==> src/rtl/or_x_taint_stage_pkg.sv <==
// Shared types and the OR-with-taint rule for the or_x_taint stage.
// The rule is shared by the stage and any combinational OR model.
package or_x_taint_stage_pkg;

    localparam int TAINT_W_DEF = 32;

    typedef logic [TAINT_W_DEF-1:0] taint_t;

    // Returns {c, c_t}. A definite 1 on one side alone dominates the taint.
    // Any other case (both 1, any X, both 0) takes the union.
    function automatic logic [TAINT_W_DEF:0] or_taint(
        input logic   a,
        input taint_t a_t,
        input logic   b,
        input taint_t b_t
    );
        taint_t t;
        if (a === 1'b1 && b !== 1'b1) begin
            t = a_t;
        end else if (b === 1'b1 && a !== 1'b1) begin
            t = b_t;
        end else begin
            t = a_t | b_t;
        end
        return {a | b, t};
    endfunction

endpackage

==> src/rtl/or_x_taint_stage_fifo.sv <==
// Generic DEPTH x W storage with wrap-around pointers and occupancy.
// Read data is forced to zero while empty so nothing stale leaks out.
module or_x_taint_stage_fifo #(
    parameter int W     = 33,
    parameter int DEPTH = 4,
    parameter int PW    = $clog2(DEPTH),
    parameter int LW    = $clog2(DEPTH) + 1
) (
    input  logic          clk,
    input  logic          rst,
    input  logic          push,
    input  logic          pop,
    input  logic [W-1:0]  wdata,
    output logic [W-1:0]  rdata,
    output logic [LW-1:0] level,
    output logic          full,
    output logic          empty
);

    logic [W-1:0]  mem [DEPTH];
    logic [PW-1:0] wptr;
    logic [PW-1:0] rptr;
    logic          do_push;
    logic          do_pop;

    assign full    = (level == LW'(DEPTH));
    assign empty   = (level == '0);
    assign do_push = push && !full;
    assign do_pop  = pop && !empty;
    assign rdata   = empty ? '0 : mem[rptr];

    // Entry storage; contents are not reset, only the pointers define validity.
    always_ff @(posedge clk) begin
        if (do_push) begin
            mem[wptr] <= wdata;
        end
    end

    // Pointer and occupancy bookkeeping; simultaneous push/pop keeps level.
    always_ff @(posedge clk or posedge rst) begin
        if (rst) begin
            wptr  <= '0;
            rptr  <= '0;
            level <= '0;
        end else begin
            if (do_push) begin
                wptr <= wptr + PW'(1);
            end
            if (do_pop) begin
                rptr <= rptr + PW'(1);
            end
            if (do_push && !do_pop) begin
                level <= level + LW'(1);
            end else if (do_pop && !do_push) begin
                level <= level - LW'(1);
            end
        end
    end

endmodule

==> src/rtl/or_x_taint_stage.sv <==
// Buffered OR-with-taint stage: result and taint computed at push,
// queued in order, with pop counting and a sticky taint summary.
module or_x_taint_stage
    import or_x_taint_stage_pkg::*;
#(
    parameter int TAINT_W = TAINT_W_DEF,
    parameter int DEPTH   = 4,
    parameter int CNT_W   = 16,
    parameter int LW      = $clog2(DEPTH) + 1
) (
    input  logic               clk,
    input  logic               rst,
    input  logic               in_valid,
    output logic               in_ready,
    input  logic               a,
    input  logic [TAINT_W-1:0] a_t,
    input  logic               b,
    input  logic [TAINT_W-1:0] b_t,
    output logic               out_valid,
    input  logic               out_ready,
    output logic               c,
    output logic [TAINT_W-1:0] c_t,
    output logic [LW-1:0]      level,
    output logic [CNT_W-1:0]   pop_cnt,
    output logic [TAINT_W-1:0] taint_seen
);

    logic [TAINT_W_DEF:0] res;
    logic [TAINT_W:0]     wdata;
    logic [TAINT_W:0]     rdata;
    logic                 full;
    logic                 empty;
    logic                 push;
    logic                 pop;

    assign res   = or_taint(a, taint_t'(a_t), b, taint_t'(b_t));
    assign wdata = {res[TAINT_W_DEF], res[TAINT_W-1:0]};

    assign in_ready  = !full;
    assign out_valid = !empty;
    assign push      = in_valid && in_ready;
    assign pop       = out_valid && out_ready;
    assign c         = rdata[TAINT_W];
    assign c_t       = rdata[TAINT_W-1:0];

    or_x_taint_stage_fifo #(
        .W     (TAINT_W + 1),
        .DEPTH (DEPTH),
        .LW    (LW)
    ) u_fifo (
        .clk   (clk),
        .rst   (rst),
        .push  (push),
        .pop   (pop),
        .wdata (wdata),
        .rdata (rdata),
        .level (level),
        .full  (full),
        .empty (empty)
    );

    // Pop accounting: wrapping count and sticky union of delivered taint.
    always_ff @(posedge clk or posedge rst) begin
        if (rst) begin
            pop_cnt    <= '0;
            taint_seen <= '0;
        end else if (pop) begin
            pop_cnt    <= pop_cnt + CNT_W'(1);
            taint_seen <= taint_seen | c_t;
        end
    end

endmodule

==> config.mk <==
export PLATFORM = sky130hd
export DESIGN_NAME = or_x_taint_stage
export DESIGN_NICKNAME = d
export VERILOG_FILES = /design/src/rtl/or_x_taint_stage_pkg.sv /design/src/rtl/or_x_taint_stage_fifo.sv /design/src/rtl/or_x_taint_stage.sv
export SDC_FILE = /design/constraint.sdc
export NUM_CORES = 1
export LEC_CHECK = 0
export BUFFER_PORTS_ARGS = -buffer_cell sky130_fd_sc_hd__buf_2
export CORE_UTILIZATION = 45
export DETAILED_ROUTE_END_ITERATION = 8
export PLACE_DENSITY_LB_ADDON = 0.05
export SLEW_MARGIN = 20
export SYNTH_ARGS = -nofsm -noshare
export SYNTH_HDL_FRONTEND = slang
export SYNTH_SLANG_ARGS = --single-unit
export TNS_END_PERCENT = 50
==> constraint.sdc <==
create_clock -name clk -period 3.6 [get_ports clk]
set_clock_uncertainty 0.05 [all_clocks]
set_input_delay 0.18 -clock clk [delete_from_list [all_inputs] [get_ports clk]]
set_output_delay 0.18 -clock clk [all_outputs]
set_load 0.005 [all_outputs]
# [Word-level counts from Yosys, hierarchy flattened]
# Memory sizes are Yosys's and may differ from the RTL's.
# Index checks and enable logic that the tools add are counted.
[word_totals] latchBits=0 wordCells=40 mem_bits_ro=0 inputBits=70 out_inout_bits=86 ramBits=132 register_bits=55 memories=1
[memory_table] name="u_fifo.mem" depth=4 width=33 rd=1 rd_ports_with_merged_regs=0 write_ports=1 line_no="or_x_taint_stage_fifo.sv:20" source="logic [W-1:0] mem [DEPTH];"
[op_classes] n_shift=0 add_sub_neg=5 n_mux=7 n_div=0 reduce_logical=14 n_mul=0 n_eq_ne=5 bitwise_logic=3 order_cmp=0
[ops] op="32-bit 2-to-1 mux" n=2
[ops] op="32-bit OR" n=2
[ops] op="33-bit 2-to-1 mux" n=1
[ops] op="16-bit by 1-bit adder with 16-bit output, second input constant" n=1
[ops] op="1-bit logical AND" n=8
[ops] op="3-bit 2-to-1 mux" n=2
[ops] op="2-bit by 1-bit adder with 2-bit output, second input constant" n=2
[ops] op="1-bit logical NOT" n=4
[ops] op="3-bit by 1-bit adder with 3-bit output, second input constant" n=1
[ops] op="3-bit equality test, second input constant" n=1
[ops] op="3-bit logical NOT" n=1
[ops] op="3-bit by 1-bit subtractor with 3-bit output, second input constant" n=1
[ops] op="1-bit === test, second input constant" n=2
[ops] op="1-bit 2-to-1 mux" n=2
[ops] op="1-bit case inequality test, second input constant" n=2
[ops] op="2-bit nonzero test" n=1
[ops] op="1-bit OR" n=1

# [Logic depth before layout (Yosys ltp)]
[logic_depth] depth_word=8 depth_mapped=10 ltp_nobuf=9

# [By module]
# Synthesis repeated with hierarchy kept, for this count alone.
[unflattened] hier_cells=479 hier_area_um2=7744.9
[by_module_without_submodules] mod="or_x_taint_stage_fifo" instances=1 seq_area_each_um2=4139.0 area_each_um2=5491.5 cells_each=246
[by_module_without_submodules] mod="or_x_taint_stage" instances=1 seq_area_each_um2=1201.2 area_each_um2=2253.4 cells_each=233

# [Worst setup path before layout]
# Ideal clock, no wire load.
[synth_timing] kind="register to register" from="reg u_fifo.level[0]" to="reg u_fifo.level[2]" stages_incl_launch_ff=11 t_arrival_ns=2.160 path_slack_ns=1.311 path_buffers=1 t_required_ns=3.471 synth_period_minus_slack_ns=2.289 setup_ns=0.079 path_cell_list="dfrtp_1 -> nor3_2 -> nor2b_1 -> buf_4 -> inv_2 -> ha_1 -> inv_1 -> fa_1 -> xor2_1 -> nor2_1 -> xor2_1"
[synth_between] elab_chain_cells=7 word_cells_on_any_way=17 cone_classes="2 x add/sub; 1 x eq/ne; 2 x mux; 12 x reduce/logical"
[synth_lines] element="start: declaration" line_no="or_x_taint_stage_fifo.sv:15" source="output logic [LW-1:0] level,"
[synth_lines] element="start signal: assignment" line_no="or_x_taint_stage_fifo.sv:53" source="level <= level + LW'(1);"
[synth_lines] element="start signal: assignment" line_no="or_x_taint_stage_fifo.sv:55" source="level <= level - LW'(1);"
[synth_lines] element="branches (longest 7 deep; another with 3-bit by 1-bit subtractor with 3-bit output)"
# Several ways; the timed one is not identified. The select of a mux whose other input is x is not followed.
# A chain may end at the register's enable or synchronous reset.

# [Final worst setup path]
[layout_timing] from="reg u_fifo.rptr[0]" to="out c_t[21]"
[layout_between] elab_chain_cells=2
[layout_lines] element="start: declaration" line_no="or_x_taint_stage_fifo.sv:22" source="logic [PW-1:0] rptr;"
[layout_lines] element="start signal: assignment" line_no="or_x_taint_stage_fifo.sv:50" source="rptr <= rptr + PW'(1);"
[layout_lines] element="memory read 4 x 33 bit"
[layout_lines] element="33-bit 2-to-1 mux" line_no="or_x_taint_stage_fifo.sv:30" source="assign rdata = empty ? '0 : mem[rptr];"
[layout_lines] element="end: declaration" line_no="or_x_taint_stage.sv:22" source="output logic [TAINT_W-1:0] c_t,"
# Every way passes these cells.

==> results_dict.tcl <==
set metrics [dict create \
    setup_viol 0 \
    cts_tree "built" \
    synthesis.area_sq_um 7570 \
    wl_mm 15.1 \
    fin_crit_ps 2590 \
    place_hpwl_mm 9.16 \
    synth.most_common_cell "edfxtp_1" \
    synthTopCellsByArea "edfxtp_1 (52%), dfrtp_1 (18%), mux4_2 (9.8%), nor2_1 (3.4%), a21o_1 (3.2%)" \
    final_layout_size_suffix_gt1_frac 0.370 \
    rsz0062_at_grt "false" \
    cpLargestDelayFamily "flip-flops" \
    clk_latency_ps 420 \
    core_area_sq_um 16500 \
    synth_top_family_by_area "multiplexers" \
    crit_path_max_incr_delay_ps 800 \
    final_core_util 0.558 \
    synth_xor_area_frac 0.0243 \
    r2r-end "u_fifo.level[2]" \
    reg2regPathDepth 9 \
    rows 47 \
    gp_congestion 0.736 \
    outcome "complete, no violations" \
    viasPerCell 5.10 \
    synth_compound_area_frac 0.0540 \
    cp-start-kind "register" \
    grt_use_total 0.185 \
    async_reset_ff_frac 0.294 \
    min_to "u_fifo.mem[3][32]" \
    yosys.area_share.simple 0.0878 \
    synth.area.mux_share 0.101 \
    dr.pass1.iters 5 \
    area_growth_pct 21.8 \
    timing.rr.start "u_fifo.level[0]" \
    maxCapViolations 0 \
    cts_sinks 187 \
    relSlewSlack 0.359 \
    postCtsHoldBufs 1 \
    grt_pass1_vias 4307 \
    syn_nets 554 \
    antenna_found_initial 0 \
    layout.nets 712 \
    clk_pin_slew_ps 70 \
    powerDensity_nw_per_um2 737 \
    avgSynthCellArea_sq_um 15.9 \
    final.period_utilization 0.718 \
    initial_utilization 0.458 \
    synth_seq_area_share 0.705 \
    antenna_cells 0 \
    path_buf_inv 2 \
    critPathMaxFanout 18 \
    path_class "register to output port" \
    die_height_microns 132 \
    tightest_slew_ps 961 \
    slew_viol_final 0 \
    synth_flop_cell "edfxtp_1" \
    ys_warn_count 0 \
    yosys.area.top_type_share 0.524 \
    cts_resized 0 \
    grt_pass1_wl_mm 23.8 \
    cp-end-kind "output port" \
    ant_nets 0 \
    synth_commonest_cells "edfxtp_1 (132), nor2_1 (69), dfrtp_1 (55)" \
    cp.arrival_ps 2360 \
    die_area_sq_um 17300 \
    grt_max_degree 37 \
    hold_depth 2 \
    yosys.area.top_type "edfxtp_1" \
    post_cts_buffers 0 \
    required_ps 3370 \
    cts_buffers 17 \
    fmax_mhz 387 \
    cp.depth 4 \
    timing.reg2reg.setup_slack_ps 1420 \
    portBuffers 155 \
    vdd_drop_max_mv 0.491 \
    hold_viol 0 \
    post-route-drc-count 0 \
    leakage_uw 0.00349 \
    synthCells 477 \
    finalSetupTns_ps 0 \
    num_io_pins 156 \
    clk_path_buf_depth 2 \
    cts-root-buf "clkbuf_16" \
    synth_adder_area_share 0.0126 \
    vias 4425 \
    wire_per_inst_microns 17.4 \
    drtIter0Drc 215 \
    htree_levels 4 \
    synth-seq-cells 187 \
    worstHoldStart "b" \
    die_w_microns 132 \
    synth_edf_count 132 \
    hold_path.class "input port to register" \
    crit_path_cell_trace "buf_12 -> mux4_2 -> nor2b_1 -> buf_2" \
    critical-path-slowest-cell "dfrtp_2" \
    gr-total-overflow 0 \
    synth_cell_type_count 29 \
]
per-layer routing:
layer / up-vias / track usage / wire length, microns
li1: 2082 / - / -
met1: 2225 / 0.248 / 6840
met2: 107 / 0.304 / 7560
met3: 11 / 0.0390 / 582
met4: 0 / 0.0601 / 155
met5: - / 0 / 0
logic make-up after synthesis:
| group | Yosys count |
|---|---|
| XOR/XNOR | 21 |
| adder cells (fa/ha/maj) | 7 |
| AO/OA/AOI/OAI | 65 |
| multiplexers | 35 |
| buffers and inverters | 27 |
| flip-flops | 187 |
| AND/OR/NAND/NOR | 135 |
where the power goes:
part,leakage (uW),internal (uW),switching [uW]
Combinational,0.00144,942,918
Sequential,0.00176,2740,301
Clock,0.000290,1080,812
Total,0.00349,4760,2030
registers in the layout, indices dropped and copies added, names as in the netlist:
| name | flops |
|---|---|
| u_fifo.wptr | 2 |
| pop_cnt | 16 |
| u_fifo.mem | 132 |
| u_fifo.rptr | 2 |
| taint_seen | 32 |
| u_fifo.level | 3 |
final cells by class:
class	count	area, sq um
clock inverters	13	155
inverters	6	22.5
fillers	1354	7310
repair buffers	160	828
well taps	220	275
multi-input cells	263	2140
clock buffers	19	453
flip-flops and latches	187	5340
worst max path at each step:
stage               startpoint              end
6_report        u_fifo.rptr[0]          c_t[21]
3_3_place_gp    u_fifo.rptr[0]          c_t[21]
4_1_cts         u_fifo.rptr[0]          c_t[22]
5_1_grt         u_fifo.rptr[0]          c_t[21]
3_5_place_dp    u_fifo.rptr[0]          c_t[18]
2_1_floorplan  u_fifo.level[0]  u_fifo.level[2]
cell usage in the layout, fill, tap and decap left out:
cell type / Yosys / routed
nor3_1: 2 / 2
and3_1: 8 / 4
and2_0: 1 / 1
ha_1: 6 / 6
edfxtp_1: 132 / 132
mux4_2: 33 / 33
inv_6: 0 / 5
inv_8: 0 / 1
fa_1: 1 / 1
clkbuf_16: 0 / 17
nor2_1: 69 / 69
bufinv_16: 0 / 2
mux2_2: 2 / 2
buf_4: 1 / 3
xnor2_1: 11 / 11
nand2b_2: 0 / 2
o311ai_1: 1 / 1
clkinvlp_4: 0 / 3
dlygate4sd3_1: 0 / 1
nor4_4: 1 / 1
xor2_1: 10 / 10
dfrtp_2: 0 / 2
clkinv_4: 0 / 2
nand4_1: 4 / 4
a21o_1: 32 / 32
buf_12: 0 / 1
nor2b_4: 0 / 1
clkbuf_8: 0 / 2
a21oi_1: 32 / 32
buf_2: 5 / 155
nor3_4: 0 / 1
nand3_1: 5 / 5
nor2b_1: 34 / 33
inv_1: 5 / 4
dfrtp_1: 55 / 53
nand2_1: 7 / 7
or2_2: 1 / 1
and3_2: 0 / 4
inv_2: 1 / 2
metrics by stage:
step / power, uW / setup slack, ps / instances / instance area, sq um / hold slack, ps
after global routing: 7170 / 836 / 868 / 9220 / 88.0
after detailed placement: 5000 / 1400 / 835 / 8600 / 331
final: 6790 / 1010 / 868 / 9220 / 75.3
after CTS: 6910 / 925 / 868 / 9220 / 65.9
after floorplan: 4200 / 1310 / 477 / 7570 / 339
after global placement: 4970 / 1390 / 835 / 8600 / 306
Note: power is estimated with default switching activity, not from simulation.
